$ cat config.mk
export PLATFORM = sky130hd
export DESIGN_NAME = obi_cache_master
export DESIGN_NICKNAME = d
export VERILOG_FILES = /design/src/rtl/obi_cache_master.sv
export SDC_FILE = /design/constraint.sdc
export NUM_CORES = 1
export LEC_CHECK = 0
export CORE_AREA = 2 2 97 117
export CTS_CLUSTER_SIZE = 12
export DETAILED_ROUTE_END_ITERATION = 7
export DIE_AREA = 0 0 99 119
export DONT_BUFFER_PORTS = 1
export GPL_ROUTABILITY_DRIVEN = 0
export PLACE_DENSITY = 0.78
export SKIP_LAST_GASP = 1
export SLEW_MARGIN = 20
export SYNTH_ARGS = -nofsm -noshare
export SYNTH_HDL_FRONTEND = slang
export SYNTH_SLANG_ARGS = --single-unit
$ cat constraint.sdc
create_clock -name clk -period 2.45 [get_ports clk]
set_clock_uncertainty 0.1 [all_clocks]
set_input_delay 0.49 -clock clk [delete_from_list [all_inputs] [get_ports clk]]
set_output_delay 0.49 -clock clk [all_outputs]
set_load 0.1 [all_outputs]
$ cat src/rtl/obi_cache_master.sv
// OBI master that pushes key/value commands into a cache register window.
// Optional watchdog compiled in with `define OBI_CACHE_MASTER_TIMEOUT_EN.

package ctrl_types_pkg;
    typedef enum logic [1:0] {
        NOP = 2'd0,
        PUT = 2'd1,
        GET = 2'd2,
        DEL = 2'd3
    } operation_e;
endpackage

package if_types_pkg;
    localparam int ADDR_WIDTH  = 32;
    localparam int DATA_WIDTH  = 32;
    localparam int KEY_WIDTH   = 16;
    localparam int VALUE_WIDTH = 2 * DATA_WIDTH;

    typedef struct packed {
        logic                    req;
        logic [ADDR_WIDTH-1:0]   addr;
        logic                    we;
        logic [DATA_WIDTH/8-1:0] be;
        logic [DATA_WIDTH-1:0]   wdata;
        logic                    rready;
    } obi_req_t;

    typedef struct packed {
        logic                  gnt;
        logic                  rvalid;
        logic [DATA_WIDTH-1:0] rdata;
        logic                  err;
    } obi_rsp_t;
endpackage

module obi_cache_master #(
    parameter int          ARCHITECTURE   = 32,
    parameter logic [31:0] BASE_ADDR      = 32'h0,
    parameter int          TIMEOUT_CYCLES = 256
) (
    input  logic                                 clk,
    input  logic                                 rst_n,
    input  logic                                 cmd_valid,
    output logic                                 cmd_ready,
    input  ctrl_types_pkg::operation_e           cmd_op,
    input  logic [if_types_pkg::KEY_WIDTH-1:0]   cmd_key,
    input  logic [if_types_pkg::VALUE_WIDTH-1:0] cmd_value,
    output logic                                 res_valid,
    input  logic                                 res_ready,
    output logic [if_types_pkg::VALUE_WIDTH-1:0] res_value,
    output logic                                 res_err,
    output if_types_pkg::obi_req_t               obi_req,
    input  if_types_pkg::obi_rsp_t               obi_resp
);
    import ctrl_types_pkg::*;
    import if_types_pkg::*;

    localparam int DW = DATA_WIDTH;
    localparam logic [ADDR_WIDTH-1:0] STEP = ADDR_WIDTH'(ARCHITECTURE / 8);
    localparam logic [ADDR_WIDTH-1:0] OFF2 = ADDR_WIDTH'(2 * (ARCHITECTURE / 8));
    localparam logic [ADDR_WIDTH-1:0] OFF3 = ADDR_WIDTH'(3 * (ARCHITECTURE / 8));

    typedef enum logic [1:0] {
        IDLE = 2'd0,
        ADDR = 2'd1,
        RESP = 2'd2,
        DONE = 2'd3
    } state_e;

    state_e                 state_q, state_d;
    logic [2:0]             beat_q, beat_d;
    operation_e             op_q;
    logic [KEY_WIDTH-1:0]   key_q;
    logic [VALUE_WIDTH-1:0] val_q;

    logic                   accept;
    logic                   store_lo;
    logic                   store_hi;
    logic                   set_err;
    logic                   rd_beat;
    logic [2:0]             last_beat;
    logic [ADDR_WIDTH-1:0]  beat_off;
    logic [DW-1:0]          beat_wdata;

`ifdef OBI_CACHE_MASTER_TIMEOUT_EN
    logic [31:0] wd_q;
    logic        busy;
    logic        progress;
    logic        tmo_hit;

    assign busy     = (state_q == ADDR) || (state_q == RESP);
    assign progress = ((state_q == ADDR) && obi_resp.gnt) ||
                      ((state_q == RESP) && obi_resp.rvalid);
    assign tmo_hit  = busy && !progress &&
                      (wd_q == 32'(TIMEOUT_CYCLES - 1));

    // Watchdog: counts stalled cycles, cleared on any bus progress
    always_ff @(posedge clk) begin
        if (!rst_n) begin
            wd_q <= '0;
        end else if (!busy || progress) begin
            wd_q <= '0;
        end else begin
            wd_q <= wd_q + 32'd1;
        end
    end
`else
    logic [31:0] unused_tmo;
    assign unused_tmo = 32'(TIMEOUT_CYCLES);
`endif

    // Per-beat address offset and write data
    always_comb begin
        rd_beat    = (beat_q >= 3'd4);
        last_beat  = (op_q == GET) ? 3'd5 : 3'd3;
        beat_off   = '0;
        beat_wdata = '0;
        unique case (beat_q)
            3'd0: beat_wdata = val_q[DW-1:0];
            3'd1: begin
                beat_off   = STEP;
                beat_wdata = val_q[2*DW-1:DW];
            end
            3'd2: begin
                beat_off   = OFF2;
                beat_wdata = DW'(key_q);
            end
            3'd3: begin
                beat_off   = OFF3;
                beat_wdata = DW'(op_q);
            end
            3'd4: beat_off = '0;
            3'd5: beat_off = STEP;
            default: beat_off = '0;
        endcase
    end

    // Next-state logic and capture strobes
    always_comb begin
        state_d  = state_q;
        beat_d   = beat_q;
        accept   = 1'b0;
        store_lo = 1'b0;
        store_hi = 1'b0;
        set_err  = 1'b0;
        unique case (state_q)
            IDLE: begin
                if (cmd_valid) begin
                    accept  = 1'b1;
                    beat_d  = 3'd0;
                    state_d = ADDR;
                end
            end
            ADDR: begin
                if (obi_resp.gnt) begin
                    state_d = RESP;
                end
            end
            RESP: begin
                if (obi_resp.rvalid) begin
                    if (obi_resp.err) begin
                        set_err = 1'b1;
                        state_d = DONE;
                    end else begin
                        store_lo = (beat_q == 3'd4);
                        store_hi = (beat_q == 3'd5);
                        if (beat_q == last_beat) begin
                            state_d = DONE;
                        end else begin
                            beat_d  = beat_q + 3'd1;
                            state_d = ADDR;
                        end
                    end
                end
            end
            DONE: begin
                if (res_ready) begin
                    state_d = IDLE;
                end
            end
            default: state_d = IDLE;
        endcase
`ifdef OBI_CACHE_MASTER_TIMEOUT_EN
        if (tmo_hit) begin
            set_err  = 1'b1;
            store_lo = 1'b0;
            store_hi = 1'b0;
            state_d  = DONE;
        end
`endif
    end

    // State and beat index registers
    always_ff @(posedge clk) begin
        if (!rst_n) begin
            state_q <= IDLE;
            beat_q  <= 3'd0;
        end else begin
            state_q <= state_d;
            beat_q  <= beat_d;
        end
    end

    // Command capture and result accumulation
    always_ff @(posedge clk) begin
        if (!rst_n) begin
            op_q      <= NOP;
            key_q     <= '0;
            val_q     <= '0;
            res_value <= '0;
            res_err   <= 1'b0;
        end else begin
            if (accept) begin
                op_q      <= cmd_op;
                key_q     <= cmd_key;
                val_q     <= cmd_value;
                res_value <= '0;
                res_err   <= 1'b0;
            end
            if (store_lo) begin
                res_value[DW-1:0] <= obi_resp.rdata;
            end
            if (store_hi) begin
                res_value[2*DW-1:DW] <= obi_resp.rdata;
            end
            if (set_err) begin
                res_err <= 1'b1;
            end
        end
    end

    // OBI request side: address phase in ADDR, response accept in RESP
    always_comb begin
        obi_req = '0;
        if (state_q == ADDR) begin
            obi_req.req   = 1'b1;
            obi_req.addr  = BASE_ADDR + beat_off;
            obi_req.we    = !rd_beat;
            obi_req.be    = '1;
            obi_req.wdata = rd_beat ? '0 : beat_wdata;
        end
        obi_req.rready = (state_q == RESP);
    end

    assign cmd_ready = (state_q == IDLE);
    assign res_valid = (state_q == DONE);

endmodule

# Word level (Yosys, flattened, before mapping)
# Index checks and enable logic that the tools add are counted.
# word_totals
wordCells	69
out_inout_bits	138
inputBits	121
ff_bits	152
# classes
n_addsub	1
n_lt_le_gt_ge	1
n_eq_ne	16
reduce_logical	10
n_mux	33
# op_table
cell	count
$pmux W32 S4	1
$mux W32	3
$mux W70	1
$mux W64	1
$mux W3	5
$mux W1	13
$mux W2	6
$pmux W4 S3	1
$ne A2 B2 Y1 const B	4
$pmux W2 S4	1
$reduce_bool A2 Y1	4
$eq A2 B2 Y1 const B	3
$eq A3 B2 Y1 const B	2
$eq A3 B3 Y1 const B	2
$pmux W3 S2	1
$reduce_and A5 Y1	1
$ne A2 B1 Y1 const B	2
$reduce_and A4 Y1	1
$add A3 B1 Y3 const B	1
$eq A3 B1 Y1 const B	1
$eq A3 B3 Y1	1
$ge A3 B3 Y1 const B	1
$logic_not A3 Y1	1
$eq A2 B1 Y1 const B	1
other kinds (3)	3

# Logic depth before layout (Yosys ltp)
# Gate-level depths: netlist of run 1.
# logic_depth
depth_word	7
depth_mapped	8
mapped_depth_nobuf	5

# Least setup slack after synthesis of run 1
# Ideal clock, no wire load.
# synth_timing
kind	reg2out
from	reg state_q[1]
to	out obi_req[10] (netlist bit)
arrival_time_ps	3059
setup_slack_ps	-1199
stages_incl_launch_ff	7
path_cell_list	dfxtp_1 > buf_4 > nand2b_1 > inv_1 > nand2_1 > clkbuf_1 > nor2_1
# synth_lines
item	line_no	rtl
from (decl)	70	state_e state_q, state_d;
from (signal assigned)	199	state_q <= state_d;
to (decl)	52	output if_types_pkg::obi_req_t obi_req,

==> results of run 1 <==
through the flow:
step	hold slack, ps	setup WS (ps)	std cells	setup TNS (ps)
CTS	91.1	-139	1010	-1560
detailed placement	347	-275	962	-4080
global placement	340	-206	962	-3210
global route	98.8	-269	1018	-4890
floorplan	334	-158	816	-605
finish	101	-232	1018	-3560
state kept, by name, summed over array words and instances (netlist names):
register   count
val_q         64
res_value     64
op_q           2
state_q        2
beat_q         3
key_q         16
res_err        1
cells by family after synthesis:
| group | count (synthesis) |
|---|---|
| flops | 152 |
| other cells | 1 |
| fa+ha+maj | 5 |
| simple gates | 318 |
| buf+inv | 114 |
| compound gates | 197 |
power breakdown:
group / total [mW] / switching, mW / internal (mW)
Combinational: 1.21 / 0.874 / 0.333
Sequential: 2.65 / 0.0816 / 2.57
Clock: 2.65 / 1.18 / 1.46
critical path, stage by stage, from the launching register on:
cell and delay, ps:
dfxtp_2 350, inv_2 50, buf_4 140, ha_4 180, buf_8 140, buf_12 130, a222oi_1 400, nor2_2 90
buf_12 180
how the worst max path moves through the flow:
stage | startpoint | end | slack (ps) | cells past startpoint
2_1_floorplan | state_q[0]$_SDFFE_PN0P_ | obi_req[2] | -160 | 5
3_3_place_gp | beat_q[0]$_SDFFE_PN0P_ | obi_req[20] | -210 | 6
3_5_place_dp | beat_q[0]$_SDFFE_PN0P_ | obi_req[28] | -270 | 6
4_1_cts | beat_q[0]$_SDFFE_PN0P_ | obi_req[15] | -140 | 7
5_1_grt | beat_q[0]$_SDFFE_PN0P_ | obi_req[12] | -270 | 8
6_report | beat_q[0]$_SDFFE_PN0P_ | obi_req[3] | -230 | 8
area by class of cell:
type,instances,area [um^2]
Clock inverter,15,176
Clock buffer,17,425
Inverter,6,33.8
Timing Repair Buffer,146,1750
Tap cell,132,165
Fill cell,559,1760
Sequential cell,152,3050
Multi-Input combinational cell,550,3410
placed cells by master, fill, tap and decap left out, drive strengths merged, types with 4 or more instances in the layout:
cell type  instances
clkbuf            19
clkinvlp           4
a22oi             20
nor2b              5
nand3              4
conb              30
nand4             64
a222oi            14
dfxtp            152
a21oi              6
nor2              36
buf              143
nand2            203
a21boi            83
inv               13
ha                 5
o21ai             65
cells in the mapped netlist (all sizes together) (2+ instances only):
library cell,instances,area (um^2)
a21boi,83,623
a21oi,6,30.0
a222oi,14,140
a22oi,20,150
a41o,2,20.0
and2,2,12.5
buf,85,597
clkbuf,23,86.3
dfxtp,152,3040
ha,5,62.6
inv,6,22.5
nand2,203,762
nand2b,2,12.5
nand3,4,45.0
nand4,64,400
nor2,36,138
nor2b,5,31.3
o21ai,65,325
metal layers:
layer  wire length, um  track usage [%]
met1              7350             34.3
met2             11000             56.1
met3              2000             9.04
met4              1190             17.0
met5                 0                0
repair_timing:
action	4_1_cts	5_1_grt
cloned	3	2
resized for setup	41	17
pin swaps	22	46
setup buffers	13	6
setup endpoints to repair	33	34
==> flow_metrics.tcl, run 1 <==
set metrics [dict create \
    synth_top_family_by_area "simple AND/OR/NAND/NOR gates" \
    ant_nets 0 \
    status "complete, but fails checks" \
    r2r_slack_ps 240 \
    start_kind "register" \
    grt_max_degree 187 \
    grt.overflow.total 0 \
    clk_pin_slew_worst_paths_ps 70 \
    syn2layout_area_growth_pct 36.9 \
    place_area_mm2 0.00786 \
    reg2reg_depth 9 \
    die_area_mm2 0.0118 \
    p_per_area_mw_per_mm2 722 \
    async_flop_share_pct 0 \
    leakage_nw 3.43 \
    finalCritPeriodShare_pct 109 \
    yosysSeqAreaShare_pct 46.2 \
    relSlewSlack_pct 58.6 \
    start_util_pct 61.1 \
    drc 0 \
    max_cap_violations 0 \
    rsz0062_at_grt "true" \
    critPathKind "register to output port" \
    final_nets 999 \
    setup_ws_ps -232 \
    synth_edf_count 0 \
    drt_iter0_markers 663 \
    worstMarginPinSlew_ps 621 \
    diodes 0 \
    antenna_found_initial 0 \
    via_per_inst 6.24 \
    place_hpwl_mm 11.5 \
    design_power_total_mw 6.51 \
    drt-wirelength-per-cell_um 21.2 \
    clockBufferDepth 2 \
    first_pass_iters 8 \
    finalSetupViolCount 32 \
    ys_ff_latch 152 \
    synthMuxAreaShare_pct 0 \
    core_mm2 0.0108 \
    die_w_um 99 \
    synth_adder_area_share_pct 0.950 \
    final_core_util_pct 83.7 \
    synthDistinctLibCells 35 \
    numCtsBuffers 17 \
    grt_pass1_vias 6054 \
    cts-htree-levels 4 \
    worstPathMaxFanout 7 \
    irDropWorstVdd_uv 584 \
    die_height_um 119 \
    hold_path_depth 2 \
    timing.rr.end "res_value[39]$_SDFFE_PN0P_" \
    drive_gt1_share_pct 29.0 \
    slew_viol_final 0 \
    grt.total_usage_pct 32.0 \
    max_freq_mhz 373 \
    hold_class "primary input to register" \
    hp-start "cmd_key[3]" \
    syn_area_per_cell_um2 8.37 \
    fp-row-count 42 \
    clkLatencyLatePin_ps 420 \
    synth_compound_area_share_pct 20.4 \
    totalWireLength_mm 21.6 \
    stdcell_area_mm2 0.00902 \
    synthCells 787 \
    synth_warnings 0 \
    cts_tree "done" \
    synthFlopType "dfxtp_1" \
    synth_area_mm2 0.00659 \
    worstSetupEndpointType "output port" \
    cts_hold_buf 0 \
    cp.arrival_ps 2090 \
    clkSinkCount 152 \
    port_buffers 0 \
    min_period_ps 2680 \
    hold_viol 0 \
    holdPathEnd "key_q[3]$_SDFFE_PN0P_" \
    crit_required_ps 1860 \
    violations "setup timing" \
    grt_pass1_wl_mm 29.9 \
    synthXorXnorAreaFrac_pct 0 \
    io_pins 259 \
    clockRootBuffer "clkbuf_16" \
    vias 6351 \
    synthSimpleGateAreaFrac_pct 21.6 \
    r2r-start "beat_q[0]$_SDFFE_PN0P_" \
]
Note: power is estimated with default switching activity, not from simulation.
==> inputs of run 2 (changes only) <==
CTS_CLUSTER_SIZE = 16   (was 12)
==> results of run 2 <==
The final DEF is identical to that of run 1; final timing and power are the same.
